==> config.mk <==
export PLATFORM = sky130hd
export DESIGN_NAME = fifo_arb_ctrl_flat
export DESIGN_NICKNAME = d
export VERILOG_FILES = /design/src/rtl/fifo_arb_ctrl_if.sv /design/src/rtl/fifo_arb_ctrl.sv /design/src/flat_wrapper.sv
export SDC_FILE = /design/constraint.sdc
export NUM_CORES = 1
export LEC_CHECK = 0
export ABC_AREA = 1
export ABC_CLOCK_PERIOD_IN_PS = 2600
export BUFFER_PORTS_ARGS = -buffer_cell sky130_fd_sc_hd__buf_2
export CORE_MARGIN = 1.5
export CORE_UTILIZATION = 46
export CTS_CLUSTER_SIZE = 24
export DETAILED_ROUTE_END_ITERATION = 8
export PLACE_DENSITY = 0.79
export SLEW_MARGIN = 40
export SYNTH_ARGS = -nofsm -noshare
export SYNTH_HDL_FRONTEND = slang
export SYNTH_SLANG_ARGS = --single-unit
export TNS_END_PERCENT = 1
==> constraint.sdc <==
create_clock -name clk -period 2.6 [get_ports clk]
set_clock_uncertainty 0.15 [all_clocks]
set_input_delay 0.52 -clock clk [delete_from_list [all_inputs] [get_ports clk]]
set_output_delay 0.52 -clock clk [all_outputs]
set_load 0.005 [all_outputs]
==> src/rtl/fifo_arb_ctrl_if.sv <==
// fifo_arb_ctrl_if: requester, RAM and consumer signals of fifo_arb_ctrl.
// FIFO_ARB_ERR_EN adds the sticky error flags.
interface fifo_arb_ctrl_if #(
    parameter int NREQ  = 4,
    parameter int DEPTH = 16,
    parameter int DW    = 8
);
    localparam int AW = $clog2(DEPTH);
    localparam int GW = $clog2(NREQ);
    logic [NREQ-1:0]    req_valid;
    logic [NREQ*DW-1:0] req_data;
    logic [NREQ-1:0]    req_ready;
    logic [GW-1:0]      grant_id;
    logic               busy;
    logic               ram_we;
    logic [AW-1:0]      ram_waddr;
    logic [DW-1:0]      ram_wdata;
    logic               rd_en;
    logic [AW-1:0]      ram_raddr;
    logic               full;
    logic               empty;
    logic [AW:0]        count;
    logic [AW:0]        wr_ptr_gray;
    logic [AW:0]        rd_ptr_gray;
`ifdef FIFO_ARB_ERR_EN
    logic               err_underflow;
    logic               err_protocol;
    modport master (output req_valid, req_data, rd_en,
                    input req_ready, grant_id, busy, ram_we, ram_waddr, ram_wdata, ram_raddr,
                          full, empty, count, wr_ptr_gray, rd_ptr_gray, err_underflow, err_protocol);
    modport slave  (input req_valid, req_data, rd_en,
                    output req_ready, grant_id, busy, ram_we, ram_waddr, ram_wdata, ram_raddr,
                           full, empty, count, wr_ptr_gray, rd_ptr_gray, err_underflow, err_protocol);
`else
    modport master (output req_valid, req_data, rd_en,
                    input req_ready, grant_id, busy, ram_we, ram_waddr, ram_wdata, ram_raddr,
                          full, empty, count, wr_ptr_gray, rd_ptr_gray);
    modport slave  (input req_valid, req_data, rd_en,
                    output req_ready, grant_id, busy, ram_we, ram_waddr, ram_wdata, ram_raddr,
                           full, empty, count, wr_ptr_gray, rd_ptr_gray);
`endif
endinterface

==> src/rtl/fifo_arb_ctrl.sv <==
// fifo_arb_ctrl: round-robin burst arbiter sharing one FIFO write port, with pointer/status logic.
// Optional FIFO_ARB_ERR_EN adds sticky err_underflow and err_protocol flags.
module fifo_arb_ctrl #(
    parameter int NREQ  = 4,
    parameter int DEPTH = 16,
    parameter int DW    = 8,
    parameter int BURST = 4
) (
    input logic            clk,
    input logic            rst,
    fifo_arb_ctrl_if.slave bus
);
    localparam int AW = $clog2(DEPTH);
    localparam int PW = AW + 1;
    localparam int GW = $clog2(NREQ);
    localparam int BW = $clog2(BURST + 1);
    typedef enum logic {ARB, GRANT} state_t;
    state_t        state;
    logic [AW:0]   wr_ptr, rd_ptr, wr_nxt, rd_nxt;
    logic [GW-1:0] last_grant, next_id, idx;
    logic [BW-1:0] beats;
    logic          hit, push, pop, gvalid;

    assign gvalid         = bus.req_valid[bus.grant_id];
    assign bus.busy       = state == GRANT;
    assign bus.empty      = wr_ptr == rd_ptr;
    assign bus.full       = (wr_ptr[AW] != rd_ptr[AW]) && (wr_ptr[AW-1:0] == rd_ptr[AW-1:0]);
    assign bus.count      = wr_ptr - rd_ptr;
    assign bus.req_ready  = (bus.busy && !bus.full) ? NREQ'(1) << bus.grant_id : '0;
    assign push           = bus.busy && gvalid && !bus.full;
    assign pop            = bus.rd_en && !bus.empty;
    assign bus.ram_we     = push;
    assign bus.ram_waddr  = wr_ptr[AW-1:0];
    assign bus.ram_wdata  = bus.req_data[bus.grant_id*DW +: DW];
    assign bus.ram_raddr  = rd_ptr[AW-1:0];
    assign wr_nxt         = wr_ptr + PW'(push);
    assign rd_nxt         = rd_ptr + PW'(pop);

    // first valid requester after the last grant, wrapping
    always_comb begin
        hit     = 1'b0;
        next_id = last_grant;
        idx     = '0;
        for (int k = 1; k <= NREQ; k++) begin
            idx = GW'((int'(last_grant) + k) % NREQ);
            if (!hit && bus.req_valid[idx]) begin
                hit     = 1'b1;
                next_id = idx;
            end
        end
    end

    always_ff @(posedge clk) begin
        if (!rst) begin
            state           <= ARB;
            wr_ptr          <= '0;
            rd_ptr          <= '0;
            bus.wr_ptr_gray <= '0;
            bus.rd_ptr_gray <= '0;
            bus.grant_id    <= '0;
            last_grant      <= GW'(NREQ - 1);
            beats           <= '0;
        end else begin
            wr_ptr          <= wr_nxt;
            rd_ptr          <= rd_nxt;
            bus.wr_ptr_gray <= wr_nxt ^ (wr_nxt >> 1);
            bus.rd_ptr_gray <= rd_nxt ^ (rd_nxt >> 1);
            if (state == ARB) begin
                if (hit) begin
                    state        <= GRANT;
                    bus.grant_id <= next_id;
                    last_grant   <= next_id;
                end
            end else if (!gvalid || (push && beats == BW'(BURST - 1))) begin
                state <= ARB;
                beats <= '0;
            end else if (push) begin
                beats <= beats + 1'b1;
            end
        end
    end

`ifdef FIFO_ARB_ERR_EN
    // stall_q: granted requester held a word last cycle that full refused
    logic stall_q;
    always_ff @(posedge clk) begin
        if (!rst) begin
            bus.err_underflow <= 1'b0;
            bus.err_protocol  <= 1'b0;
            stall_q           <= 1'b0;
        end else begin
            stall_q <= bus.busy && gvalid && bus.full;
            if (bus.rd_en && bus.empty) bus.err_underflow <= 1'b1;
            if (stall_q && bus.busy && bus.full && !gvalid) bus.err_protocol <= 1'b1;
        end
    end
`endif
endmodule

==> src/flat_wrapper.sv <==
// flat-port wrapper written by rule: the top's interface ports become plain ports
module fifo_arb_ctrl_flat 
#(
    parameter int NREQ  = 4,
    parameter int DEPTH = 16,
    parameter int DW    = 8,
    parameter int BURST = 4
)
  (clk, rst, bus_req_valid, bus_req_data, bus_rd_en, bus_req_ready, bus_grant_id, bus_busy, bus_ram_we, bus_ram_waddr, bus_ram_wdata, bus_ram_raddr, bus_full, bus_empty, bus_count, bus_wr_ptr_gray, bus_rd_ptr_gray);
  fifo_arb_ctrl_if #(.NREQ(NREQ), .DEPTH(DEPTH), .DW(DW)) bus_i ();
  input logic clk;
  input logic rst;
  input wire logic [$bits(bus_i.req_valid)-1:0] bus_req_valid;
  input wire logic [$bits(bus_i.req_data)-1:0] bus_req_data;
  input wire logic [$bits(bus_i.rd_en)-1:0] bus_rd_en;
  output wire logic [$bits(bus_i.req_ready)-1:0] bus_req_ready;
  output wire logic [$bits(bus_i.grant_id)-1:0] bus_grant_id;
  output wire logic [$bits(bus_i.busy)-1:0] bus_busy;
  output wire logic [$bits(bus_i.ram_we)-1:0] bus_ram_we;
  output wire logic [$bits(bus_i.ram_waddr)-1:0] bus_ram_waddr;
  output wire logic [$bits(bus_i.ram_wdata)-1:0] bus_ram_wdata;
  output wire logic [$bits(bus_i.ram_raddr)-1:0] bus_ram_raddr;
  output wire logic [$bits(bus_i.full)-1:0] bus_full;
  output wire logic [$bits(bus_i.empty)-1:0] bus_empty;
  output wire logic [$bits(bus_i.count)-1:0] bus_count;
  output wire logic [$bits(bus_i.wr_ptr_gray)-1:0] bus_wr_ptr_gray;
  output wire logic [$bits(bus_i.rd_ptr_gray)-1:0] bus_rd_ptr_gray;
  assign bus_i.req_valid = bus_req_valid;
  assign bus_i.req_data = bus_req_data;
  assign bus_i.rd_en = bus_rd_en;
  assign bus_req_ready = bus_i.req_ready;
  assign bus_grant_id = bus_i.grant_id;
  assign bus_busy = bus_i.busy;
  assign bus_ram_we = bus_i.ram_we;
  assign bus_ram_waddr = bus_i.ram_waddr;
  assign bus_ram_wdata = bus_i.ram_wdata;
  assign bus_ram_raddr = bus_i.ram_raddr;
  assign bus_full = bus_i.full;
  assign bus_empty = bus_i.empty;
  assign bus_count = bus_i.count;
  assign bus_wr_ptr_gray = bus_i.wr_ptr_gray;
  assign bus_rd_ptr_gray = bus_i.rd_ptr_gray;
  fifo_arb_ctrl #(.NREQ(NREQ), .DEPTH(DEPTH), .DW(DW), .BURST(BURST)) u_core (.clk(clk), .rst(rst), .bus(bus_i));
endmodule
==> impl_metrics.tcl <==
set metrics [dict create \
    ys_seq_elements 26 \
    critPathSlowestCell "fa_1" \
    fin_nets 376 \
    reg2reg_slack_ps 170 \
    drt_iter0_markers 71 \
    internal_power_mw 0.996 \
    clock_latency_ps 270 \
    core_area_sq_um 3440 \
    seq_area_sq_um 528 \
    postCtsSetupRepairBufs 0 \
    synth.most_common_cell "nand2_1" \
    yosys.area_share.simple_pct 31.3 \
    grt_max_degree 18 \
    cap_violations 0 \
    start_util_pct 49.2 \
    syn_inst 243 \
    setup_ws_ps 141 \
    grt_pass1_vias 1615 \
    required_ps 1930 \
    ys_types 30 \
    worstRegToRegCells 14 \
    critPathMaxStageDelay_ps 400 \
    syn_nets 293 \
    synth_edf_count 0 \
    finalHoldViolations 0 \
    fillers 309 \
    drive_above_1_share_pct 37.3 \
    synth_top_area_share_pct 30.7 \
    wl_per_cell_um 11.5 \
    drtPass1Iterations 4 \
    cts_root_buffer "clkbuf_8" \
    muxShareOfSynthArea_pct 0 \
    dp_hpwl_um 3340 \
    synthAdderAreaFrac_pct 8.57 \
    die_x_um 63.7 \
    cp-start-kind "register" \
    synth_compound_area_share_pct 11.7 \
    rr_startpoint "u_core.wr_ptr[0]" \
    viasPerCell 5.05 \
    place_ws_ps 54.0 \
    syn_area_per_cell_sq_um 6.97 \
    yosys-top-cells-count "nand2_1 (52), nand3_1 (34), inv_1 (33)" \
    seqPwrFrac_pct 31.4 \
    powerDensity_nw_per_um2 781 \
    status "finished clean" \
    cp-startpoint "u_core.wr_ptr[0]" \
    async_flop_share_pct 0 \
    slew_viol_final 0 \
    grt_usage_pct 20.7 \
    dieArea_sq_um 4050 \
    antenna_found_initial 0 \
    die_h_um 63.7 \
    drc 0 \
    seq_area_frac_synth_pct 30.7 \
    cts_buffer_depth 2 \
    syn2layout_area_growth_pct 33.3 \
    dominantRegCellSynth "dfxtp_1" \
    cts_sinks 26 \
    p_comb_share_pct 56.0 \
    place_congestion 0.782 \
    yosys_warnings 0 \
    antennaDiodeCount 0 \
    yosys.area.top_type "dfxtp_1" \
    max_clock_freq_mhz 407 \
    tightest_slew_ps 513 \
    netlist_area_sq_um 1690 \
    switching_share_pct 43.5 \
    io_buffers 79 \
    multi_input_area_sq_um 1040 \
    worstPathCellList "inv_1 -> ha_1 -> fa_1 -> o21ai_0 -> xnor2_1 -> buf_2" \
    pin_count 80 \
    p_sw_mw 0.766 \
    rsz0062_at_grt "no" \
    irDropWorstVdd_v 0.000509 \
    grt_pass1_wl_um 6840 \
    ant_nets 0 \
    synth_top_family_by_area "simple AND/OR/NAND/NOR gates" \
    wirelength_um 4270 \
    crit_path_end_kind "output pin" \
    clkPwrFrac_pct 12.6 \
    cts_tree "done" \
    period_needed_ps 2460 \
    synth.area.top_cells "dfxtp_1 (31%), nand2_1 (12%), nand3_1 (10%)" \
    p_leak_nw 1.23 \
    setup_tns_ps 0 \
    min_path_type "register to register" \
    dr_total_vias 1867 \
    crit_type "register to output pin" \
    rows 21 \
    regToRegEndpoint "u_core.bus.wr_ptr_gray[3]" \
    synth_xor_xnor_area_share_pct 6.21 \
    worstSetupEndpoint "bus_count[4]" \
    clk_pin_slew_ps 80 \
    period_share_pct 94.6 \
    maxSlewHeadroom_pct 65.7 \
    cts-buffers-inserted 3 \
    finalSetupViolCount 0 \
    cts-htree-levels 1 \
    crit_arrival_ps 1790 \
    grt_overflow 0 \
    worstPathMaxFanout 3 \
]
==> cell families after synthesis <==
kind of cell | Yosys count
buffers and inverters | 46
AO/OA/AOI/OAI | 31
adder cells (fa/ha/maj) | 11
AND/OR/NAND/NOR | 117
XOR/XNOR | 12
flip-flops | 26
==> final cells by class <==
| class | instances | area share [%] |
|---|---|---|
| timing repair buffer | 86 | 19.8 |
| multi-input combinational | 171 | 46.0 |
| inverter | 38 | 6.43 |
| clock buffer | 3 | 1.83 |
| sequential | 26 | 23.4 |
| tap | 46 | 2.55 |
==> cell usage in the layout, fill, tap and decap left out, drive strengths merged <==
master,synthesis,final
a21oi,11,11
a22oi,9,9
a2bb2oi,1,1
buf,8,86
clkbuf,0,3
dfxtp,26,26
fa,1,1
ha,10,10
inv,38,38
nand2,57,57
nand3,35,35
nand4,1,1
nor2,22,22
nor3,2,2
o211ai,2,2
o21a,1,1
o21ai,6,6
o22ai,1,1
xnor2,8,8
xor2,4,4
==> how the worst min path moves through the flow <==
stage                                from         endpoint  slack (ps)  cells after the start
after floorplan           u_core.beats[1]  u_core.beats[1]         300                      2
after global placement    u_core.beats[1]  u_core.beats[1]         310                      2
after detailed placement  u_core.beats[1]  u_core.beats[1]         310                      2
after CTS                 u_core.beats[1]  u_core.beats[1]         330                      2
after global routing      u_core.beats[0]  u_core.beats[0]         360                      2
final                     u_core.beats[1]  u_core.beats[1]         320                      2
==> layer usage <==
metal / up-vias / routed length, um / global-route usage [%]
met4: 0 / 35 / 4.08
met3: 5 / 229 / 2.86
met1: 844 / 1910 / 27.6
met5: - / 0 / 0
li1: 951 / - / -
met2: 67 / 2100 / 35.5
==> power by group through the flow <==
| stage | clock, mW | combinational [mW] | sequential [mW] |
|---|---|---|---|
| floorplan | 0 | 0.694 | 0.518 |
| global placement | 0 | 0.945 | 0.554 |
| detailed placement | 0 | 0.967 | 0.554 |
| CTS | 0.229 | 0.973 | 0.546 |
| global route | 0.240 | 1.12 | 0.562 |
| finish | 0.222 | 0.986 | 0.554 |
==> worst max-delay path, delay by kind of cell (launching register included) <==
| kind | cells | cell delay, ps |
|---|---|---|
| compound gates | 1 | 220 |
| xor+xnor | 1 | 150 |
| fa+ha+maj | 2 | 600 |
| buf+inv | 2 | 190 |
| flops | 1 | 370 |
==> sequential cells by signal, indices dropped and copies added (netlist names) <==
name / count
u_core.bus.rd_ptr_gray: 4
u_core.bus.busy: 1
u_core.wr_ptr: 5
u_core.beats: 3
u_core.bus.grant_id: 2
u_core.bus.wr_ptr_gray: 4
u_core.rd_ptr: 5
u_core.last_grant: 2
==> through the flow <==
stage                     power (mW)  area (sq um)  utilization, %  hold slack, ps  cells
after detailed placement        1.52          2150            62.5             315    367
after global placement          1.50          2150            62.5             308    367
after floorplan                 1.21          1690               -             298    243
after CTS                       1.75          2190            63.6             326    370
after global routing            1.92          2260            65.6             363    370
final                           1.76          2260            65.6             324    370
==> what timing repair did <==
item / 4_1_cts / 5_1_grt
endpoints found under the setup margin: 0 / 8
resized for setup: 0 / 17
hold buffers: 0 / 0
Note: power is estimated with default switching activity, not from simulation.
